==> src/rtl/rom_port_arbiter.sv <==
`default_nettype none
// ============================================================================
// Module      : rom_port_arbiter
// Description : Shares one single-port, combinational-read program ROM between
//               the instruction-fetch port (IF) and a data-load port (D).
//               Round-robin arbitration, byte-to-word address conversion,
//               range/alignment checking and one registered response slot
//               per port with valid/ready backpressure.
// Revision    : 1.0 - initial release
// ============================================================================
module rom_port_arbiter #(
  parameter int DEPTH = 1024,
  parameter int IDX_W = $clog2(DEPTH)
) (
  input  logic        clk,
  input  logic        rst_n,
  // Instruction-fetch port
  input  logic        if_req_valid,
  input  logic [31:0] if_req_addr,
  output logic        if_req_ready,
  output logic        if_rsp_valid,
  input  logic        if_rsp_ready,
  output logic [31:0] if_rsp_data,
  output logic        if_rsp_err,
  // Data-load port
  input  logic        d_req_valid,
  input  logic [31:0] d_req_addr,
  output logic        d_req_ready,
  output logic        d_rsp_valid,
  input  logic        d_rsp_ready,
  output logic [31:0] d_rsp_data,
  output logic        d_rsp_err,
  // ROM interface
  output logic [31:0] mem_addr,
  input  logic [31:0] mem_data
);

  localparam logic [31:0] DEPTH_U = 32'(DEPTH);

  typedef enum logic {
    SLOT_EMPTY = 1'b0,
    SLOT_FULL  = 1'b1
  } slot_e;

  typedef enum logic {
    GNT_IF = 1'b0,
    GNT_D  = 1'b1
  } port_e;

  slot_e       if_slot_q, if_slot_d;
  slot_e       d_slot_q,  d_slot_d;
  port_e       last_grant_q, last_grant_d;
  logic [31:0] if_data_q, if_data_d;
  logic [31:0] d_data_q,  d_data_d;
  logic        if_err_q,  if_err_d;
  logic        d_err_q,   d_err_d;

  logic        if_drain, d_drain;
  logic        if_elig,  d_elig;
  logic        gnt_if,   gnt_d;
  logic [31:0] gnt_addr;
  logic        gnt_err;
  logic [31:0] gnt_word;

  // Eligibility and round-robin grant: a port may be granted when its slot is
  // free or is being drained this very cycle; ties go to the port not served last.
  always_comb begin
    if_drain = (if_slot_q == SLOT_FULL) && if_rsp_ready;
    d_drain  = (d_slot_q  == SLOT_FULL) && d_rsp_ready;
    if_elig  = if_req_valid && ((if_slot_q == SLOT_EMPTY) || if_drain);
    d_elig   = d_req_valid  && ((d_slot_q  == SLOT_EMPTY) || d_drain);
    gnt_if   = 1'b0;
    gnt_d    = 1'b0;
    if (if_elig && d_elig) begin
      if (last_grant_q == GNT_D) gnt_if = 1'b1;
      else                       gnt_d  = 1'b1;
    end else if (if_elig) begin
      gnt_if = 1'b1;
    end else if (d_elig) begin
      gnt_d = 1'b1;
    end
  end

  // Address mux, word-index conversion and range/alignment check for the winner.
  always_comb begin
    gnt_addr = gnt_d ? d_req_addr : if_req_addr;
    gnt_err  = (gnt_addr[1:0] != 2'b00) || ({2'b00, gnt_addr[31:2]} >= DEPTH_U);
    gnt_word = gnt_err ? 32'h0 : mem_data;
    mem_addr = 32'h0;
    if (gnt_if || gnt_d) begin
      mem_addr = {{(32 - IDX_W){1'b0}}, gnt_addr[IDX_W+1:2]};
    end
  end

  // Next state of both response slots and the round-robin pointer.
  always_comb begin
    if_slot_d    = if_slot_q;
    if_data_d    = if_data_q;
    if_err_d     = if_err_q;
    d_slot_d     = d_slot_q;
    d_data_d     = d_data_q;
    d_err_d      = d_err_q;
    last_grant_d = last_grant_q;

    if (gnt_if) begin
      if_slot_d    = SLOT_FULL;
      if_data_d    = gnt_word;
      if_err_d     = gnt_err;
      last_grant_d = GNT_IF;
    end else if (if_drain) begin
      if_slot_d = SLOT_EMPTY;
    end

    if (gnt_d) begin
      d_slot_d     = SLOT_FULL;
      d_data_d     = gnt_word;
      d_err_d      = gnt_err;
      last_grant_d = GNT_D;
    end else if (d_drain) begin
      d_slot_d = SLOT_EMPTY;
    end
  end

  // State registers; reset discards any held responses and favours IF first.
  always_ff @(posedge clk or negedge rst_n) begin
    if (!rst_n) begin
      if_slot_q    <= SLOT_EMPTY;
      if_data_q    <= 32'h0;
      if_err_q     <= 1'b0;
      d_slot_q     <= SLOT_EMPTY;
      d_data_q     <= 32'h0;
      d_err_q      <= 1'b0;
      last_grant_q <= GNT_D;
    end else begin
      if_slot_q    <= if_slot_d;
      if_data_q    <= if_data_d;
      if_err_q     <= if_err_d;
      d_slot_q     <= d_slot_d;
      d_data_q     <= d_data_d;
      d_err_q      <= d_err_d;
      last_grant_q <= last_grant_d;
    end
  end

  // Handshake and response outputs.
  always_comb begin
    if_req_ready = gnt_if;
    d_req_ready  = gnt_d;
    if_rsp_valid = (if_slot_q == SLOT_FULL);
    d_rsp_valid  = (d_slot_q  == SLOT_FULL);
    if_rsp_data  = if_data_q;
    if_rsp_err   = if_err_q;
    d_rsp_data   = d_data_q;
    d_rsp_err    = d_err_q;
  end

endmodule
`default_nettype wire

==> config.mk <==
export PLATFORM = sky130hd
export DESIGN_NAME = rom_port_arbiter
export DESIGN_NICKNAME = d
export VERILOG_FILES = /design/src/rtl/rom_port_arbiter.sv
export SDC_FILE = /design/constraint.sdc
export NUM_CORES = 1
export LEC_CHECK = 0
export ABC_AREA = 1
export BUFFER_PORTS_ARGS = -buffer_cell sky130_fd_sc_hd__buf_4
export CAP_MARGIN = 20
export CORE_ASPECT_RATIO = 1.5
export CORE_MARGIN = 2
export CORE_UTILIZATION = 44
export CTS_CLUSTER_SIZE = 16
export DETAILED_ROUTE_END_ITERATION = 12
export PLACE_DENSITY = 0.84
export SYNTH_ARGS = -nofsm -noshare
export SYNTH_HDL_FRONTEND = slang
export SYNTH_SLANG_ARGS = --single-unit
==> constraint.sdc <==
create_clock -name clk -period 1.9 [get_ports clk]
set_input_delay 0.285 -clock clk [delete_from_list [all_inputs] [get_ports clk]]
set_output_delay 0.285 -clock clk [all_outputs]
set_load 0.05 [all_outputs]
# Word-level counts from Yosys, hierarchy flattened
# Cells that the tools add are included.
[totals]
ff_bits = 69
latch_bits = 0
ramBits = 0
rom_bits = 0
inputBits = 102
output_inout_bits = 102
word_cells = 39
mem_count = 0
[op_classes]
n_addsub = 0
mul = 0
n_div = 0
order_cmp = 1
n_eq_ne = 0
shifts = 0
n_mux = 16
bitwise_logic = 2
n_reduce_logical = 13
[op_table]
columns = ["cell", "n"]
rows = [
  ["two-way mux 32 bit", 2],
  [">= comparator 30 x 11 -> 1 bit (second input constant)", 1],
  ["two-way mux 1 bit", 13],
  ["two-way mux 10 bit", 1],
  ["nonzero test 2 bit", 4],
  ["logical AND 1 bit", 5],
  ["logical OR 1 bit", 4],
  ["NOT 1 bit", 2],
]

# Logic depth before layout (Yosys ltp)
[logic_depth]
word_depth = 10
ltp_mapped = 11
mapped_depth_nobuf = 9

# Worst setup path before layout
# OpenSTA, ideal clock, no wires.
[synth_timing]
path_kind = "flip-flop to output port"
startpoint = "reg if_slot_q (netlist: if_rsp_valid)"
endpoint = "out mem_addr[4]"
t_arrival_ps = 2073
required_ps = 1615
path_slack_ps = -458
path_stages_with_launch = 8
n_path_buf = 2
path_cell_list = "dfrtp_1 -> nand2_1 -> nand3_2 -> nand2_4 -> buf_4 -> buf_2 -> nand2_1 -> a21oi_1"
[synth_between]
elab_chain_len = 7
word_cells_on_any_way = 12
[synth_lines]
columns = ["element", "line", "rtl"]
rows = [
  ["start, declared", "50", "slot_e if_slot_q, if_slot_d;"],
  ["start signal, assigned", "135", "if_slot_q <= if_slot_d;"],
  ["logical AND 1 bit or NOT 1 bit (tied branches)", "68, 70", ""],
  ["logical OR 1 bit *", "70", "if_elig = if_req_valid && ((if_slot_q == SLOT_EMPTY) || if_drain);"],
  ["logical AND 1 bit *", "70", ""],
  ["two-way mux 1 bit or logical AND 1 bit (tied branches)", "77, 74", ""],
  ["two-way mux 1 bit", "74", "if (if_elig && d_elig) begin"],
  ["two-way mux 32 bit or logical OR 1 bit (tied branches)", "86, 90", ""],
  ["two-way mux 10 bit *", "90", "if (gnt_if || gnt_d) begin"],
  ["end, declared", "34", "output logic [31:0] mem_addr,"],
]
# Mark *: on every way between the ends. The rest lies on a longest branch, timed or not.

# Worst setup path after layout
[layout_timing]
startpoint = "reg last_grant_q"
endpoint = "out mem_addr[1]"
[layout_between]
elab_chain_len = 4
word_cells_on_any_way = 7
[layout_lines]
columns = ["element", "line", "rtl"]
rows = [
  ["start, declared", "52", "port_e last_grant_q, last_grant_d;"],
  ["start signal, assigned", "141", "last_grant_q <= last_grant_d;"],
  ["two-way mux 1 bit", "75", "if (last_grant_q == GNT_D) gnt_if = 1'b1;"],
  ["two-way mux 1 bit", "74", ""],
  ["two-way mux 32 bit or logical OR 1 bit (tied branches)", "86, 90", ""],
  ["two-way mux 10 bit *", "90", ""],
]
# Marks and branches as above.

==> flow_summary.ini <==
[route]
routedWlPerCell_um = 14.4
avgViaCountPerCell = 4.80
antenna_left = 0
drt_wl_total_mm = 10.1
drtIter0Drc = 158
drc = 0
vias = 3353
dr.pass1.iters = 4

[status]
status = finished with violations
violations = setup timing

[synthesis]
synthArstFlopShare_pct = 100
seq_area_frac_synth_pct = 50.1
netlist.area_leader.share_pct = 49.3
syn_area_um2 = 3450
ys_top_cells_by_area = dfrtp_1 (49%), nand2_1 (18%), nand3_2 (9.0%)
syn_inst = 399
synth.distinct_cells = 28
ys.flop_type = dfrtp_1
yosys.area.top_type = dfrtp_1
synthTopCellsByCount = nand2_1 (165), dfrtp_1 (68), nand3_1 (34)
synth-edff-count = 0
yosysWarningCount = 0
yosysMostFrequentCell = nand2_1
synth.avg_cell_area_um2 = 8.64
ys_seq_elements = 69

[global_route]
grt_pass1_vias = 3512
grt_antenna_before_repair = 0
grt_max_degree = 37
grt_overflow_total = 0
grtUsageTotal_pct = 24.0
grt_pass1_wl_mm = 16.2

[cells_and_area]
nets = 694
regArea_um2 = 1730
layout-drive-gt1-share_pct = 47.2
syn_to_final_growth_pct = 57.5
finalInstanceArea_um2 = 5430
multi_input_area_um2 = 1580
num-fill-cells = 589
antenna_cells = 0
fin_util_pct = 71.4

[critical_path]
cp.arrival_ns = 1.67
required_ns = 1.62
critPathKind = reg -> out
crit_fanout = 7
end_kind = primary output
start_kind = flop

[placement]
placed_area_um2 = 4940
dpl.hpwl_mm = 7.63
dp_slack_ns = 0.105
gp_congestion = 0.882
portBuffers = 181

[cts]
clock_latency_ns = 0.33
cts_tree = yes
cts.sinks = 69
root_buffer = clkbuf_16
cts_buffers = 9
clockBufferDepth = 2
cts_max_level = 3
clk_pin_slew_worst_paths_ns = 0.06

[floorplanning]
num_io_pins = 204
num_rows = 39
dieHeight_um = 112
dieArea_um2 = 8580
fp.dieW_um = 76.3
core_um2 = 7610
initial_core_util_pct = 45.3

[sta]
period_share_pct = 103
fin_worst_skew_ns = 0.00786
hold_viol_final = 0
setup_violations = 11
hold_slack_ns = 0.184
slew_viol_final = 0
rsz0062_at_grt = yes
fin_crit_ns = 1.96
setup_ws_ns = -0.0587
fmax_mhz = 511

[power_and_ir_drop]
power.share.clock_pct = 37.9
switching_share_pct = 31.1
static-leakage-power_nw = 2.99
p_seq_share_pct = 35.5
combPwrFrac_pct = 26.6
power.density_nw_per_um2 = 788
ir_worst_vdd_v = 0.000530
power.net_switching_mw = 1.33
internal_power_mw = 2.95

[hold_path]
hp-class = in -> reg

[flow_run]
cap_violations = 0
-- state kept, by name (all words and copies together) (netlist names) --
register	flops
d_rsp_data	32
d_rsp_err	1
d_rsp_valid	1
if_rsp_data	32
if_rsp_err	1
if_rsp_valid	1
last_grant_q	1
-- critical path, cell delays in order (launching register included) --
cell     delay, ns
dfstp_2       0.54
nand3_2       0.10
nand2_4       0.18
buf_6         0.13
nand2_1       0.08
a21oi_4       0.15
buf_6         0.17
-- logic make-up (layout without fill, tap and decap cells) --
kind of cell    after synthesis  count (layout)  synth area share, %
flops                        69              69                 50.1
buf+inv                      51             228                 10.5
simple gates                262             262                 36.1
compound gates               16              16                 3.12
other cells                   1              22                0.109
-- stage by stage --
| step | instances | TNS [ns] | total power, mW |
|---|---|---|---|
| 2_1_floorplan | 420 | 0 | 2.20 |
| 3_3_place_gp | 672 | 0 | 2.55 |
| 3_5_place_dp | 672 | 0 | 2.56 |
| 4_1_cts | 697 | -0.743 | 4.30 |
| 5_1_grt | 699 | -1.29 | 4.44 |
| 6_report | 699 | -0.495 | 4.28 |
-- per-layer routing --
metal | wire [µm] | up-vias | GRT usage [%]
met1 | 3560 | 1575 | 25.2
li1 | - | 1610 | -
met3 | 619 | 20 | 4.90
met2 | 5580 | 148 | 45.0
met5 | 0 | - | 0
met4 | 307 | 0 | 12.2
-- cell usage in the layout, fill, tap and decap left out, drive strengths merged --
| cell | synthesis | routed |
|---|---|---|
| nor2 | 26 | 26 |
| nand2 | 167 | 167 |
| o21ai | 4 | 4 |
| a21boi | 2 | 2 |
| bufinv | 0 | 1 |
| inv | 6 | 6 |
| clkinv | 1 | 6 |
| buf | 38 | 203 |
| clkbuf | 6 | 11 |
| conb | 1 | 22 |
| or2 | 2 | 2 |
| dlygate4sd3 | 0 | 1 |
| nand3 | 65 | 65 |
| dfrtp | 68 | 68 |
| a21oi | 10 | 10 |
| dfstp | 1 | 1 |
| nand4 | 2 | 2 |
-- worst paths after layout --
kind / depth (start not counted) / from / end / slack [ns]
max in group asynchronous: 3 / rst_n / if_rsp_data[8] / 0.90
setup reg to reg: 8 / last_grant_q / d_rsp_data[4] / 0.14
min in group asynchronous: 2 / rst_n / d_rsp_data[22] / 0.46
setup / recovery: 6 / last_grant_q / mem_addr[1] / -0.06
hold reg to reg: 2 / if_rsp_data[25] / if_rsp_data[25] / 0.48
hold / removal: 3 / mem_data[0] / if_rsp_data[0] / 0.18
-- area by class of cell --
type	instances	area share [%]
Multi-Input combinational cell	300	29.1
Inverter	7	0.944
Clock buffer	11	4.47
Clock inverter	5	0.921
Timing Repair Buffer	204	30.1
Sequential cell	69	31.9
Tap cell	102	2.35
Timing Repair inverter	1	0.207
-- power groups by stage --
stage / combinational [mW] / sequential [mW] / clock (mW)
detailed placement: 1.01 / 1.55 / 0
floorplan: 0.590 / 1.61 / 0
global placement: 0.996 / 1.55 / 0
finish: 1.14 / 1.52 / 1.62
global route: 1.21 / 1.52 / 1.71
CTS: 1.13 / 1.52 / 1.65
-- what timing repair did --
item / in CTS / in global routing
endpoints found under the setup margin: 12 / 13
endpoints found under the hold margin: 34 / 0
gates cloned: 2 / 0
buffers inserted: 6 / 2
gates resized for setup: 31 / 6
pin swaps: 4 / 2
hold buffers: 1 / 0
Note: power is estimated with default switching activity, not from simulation.
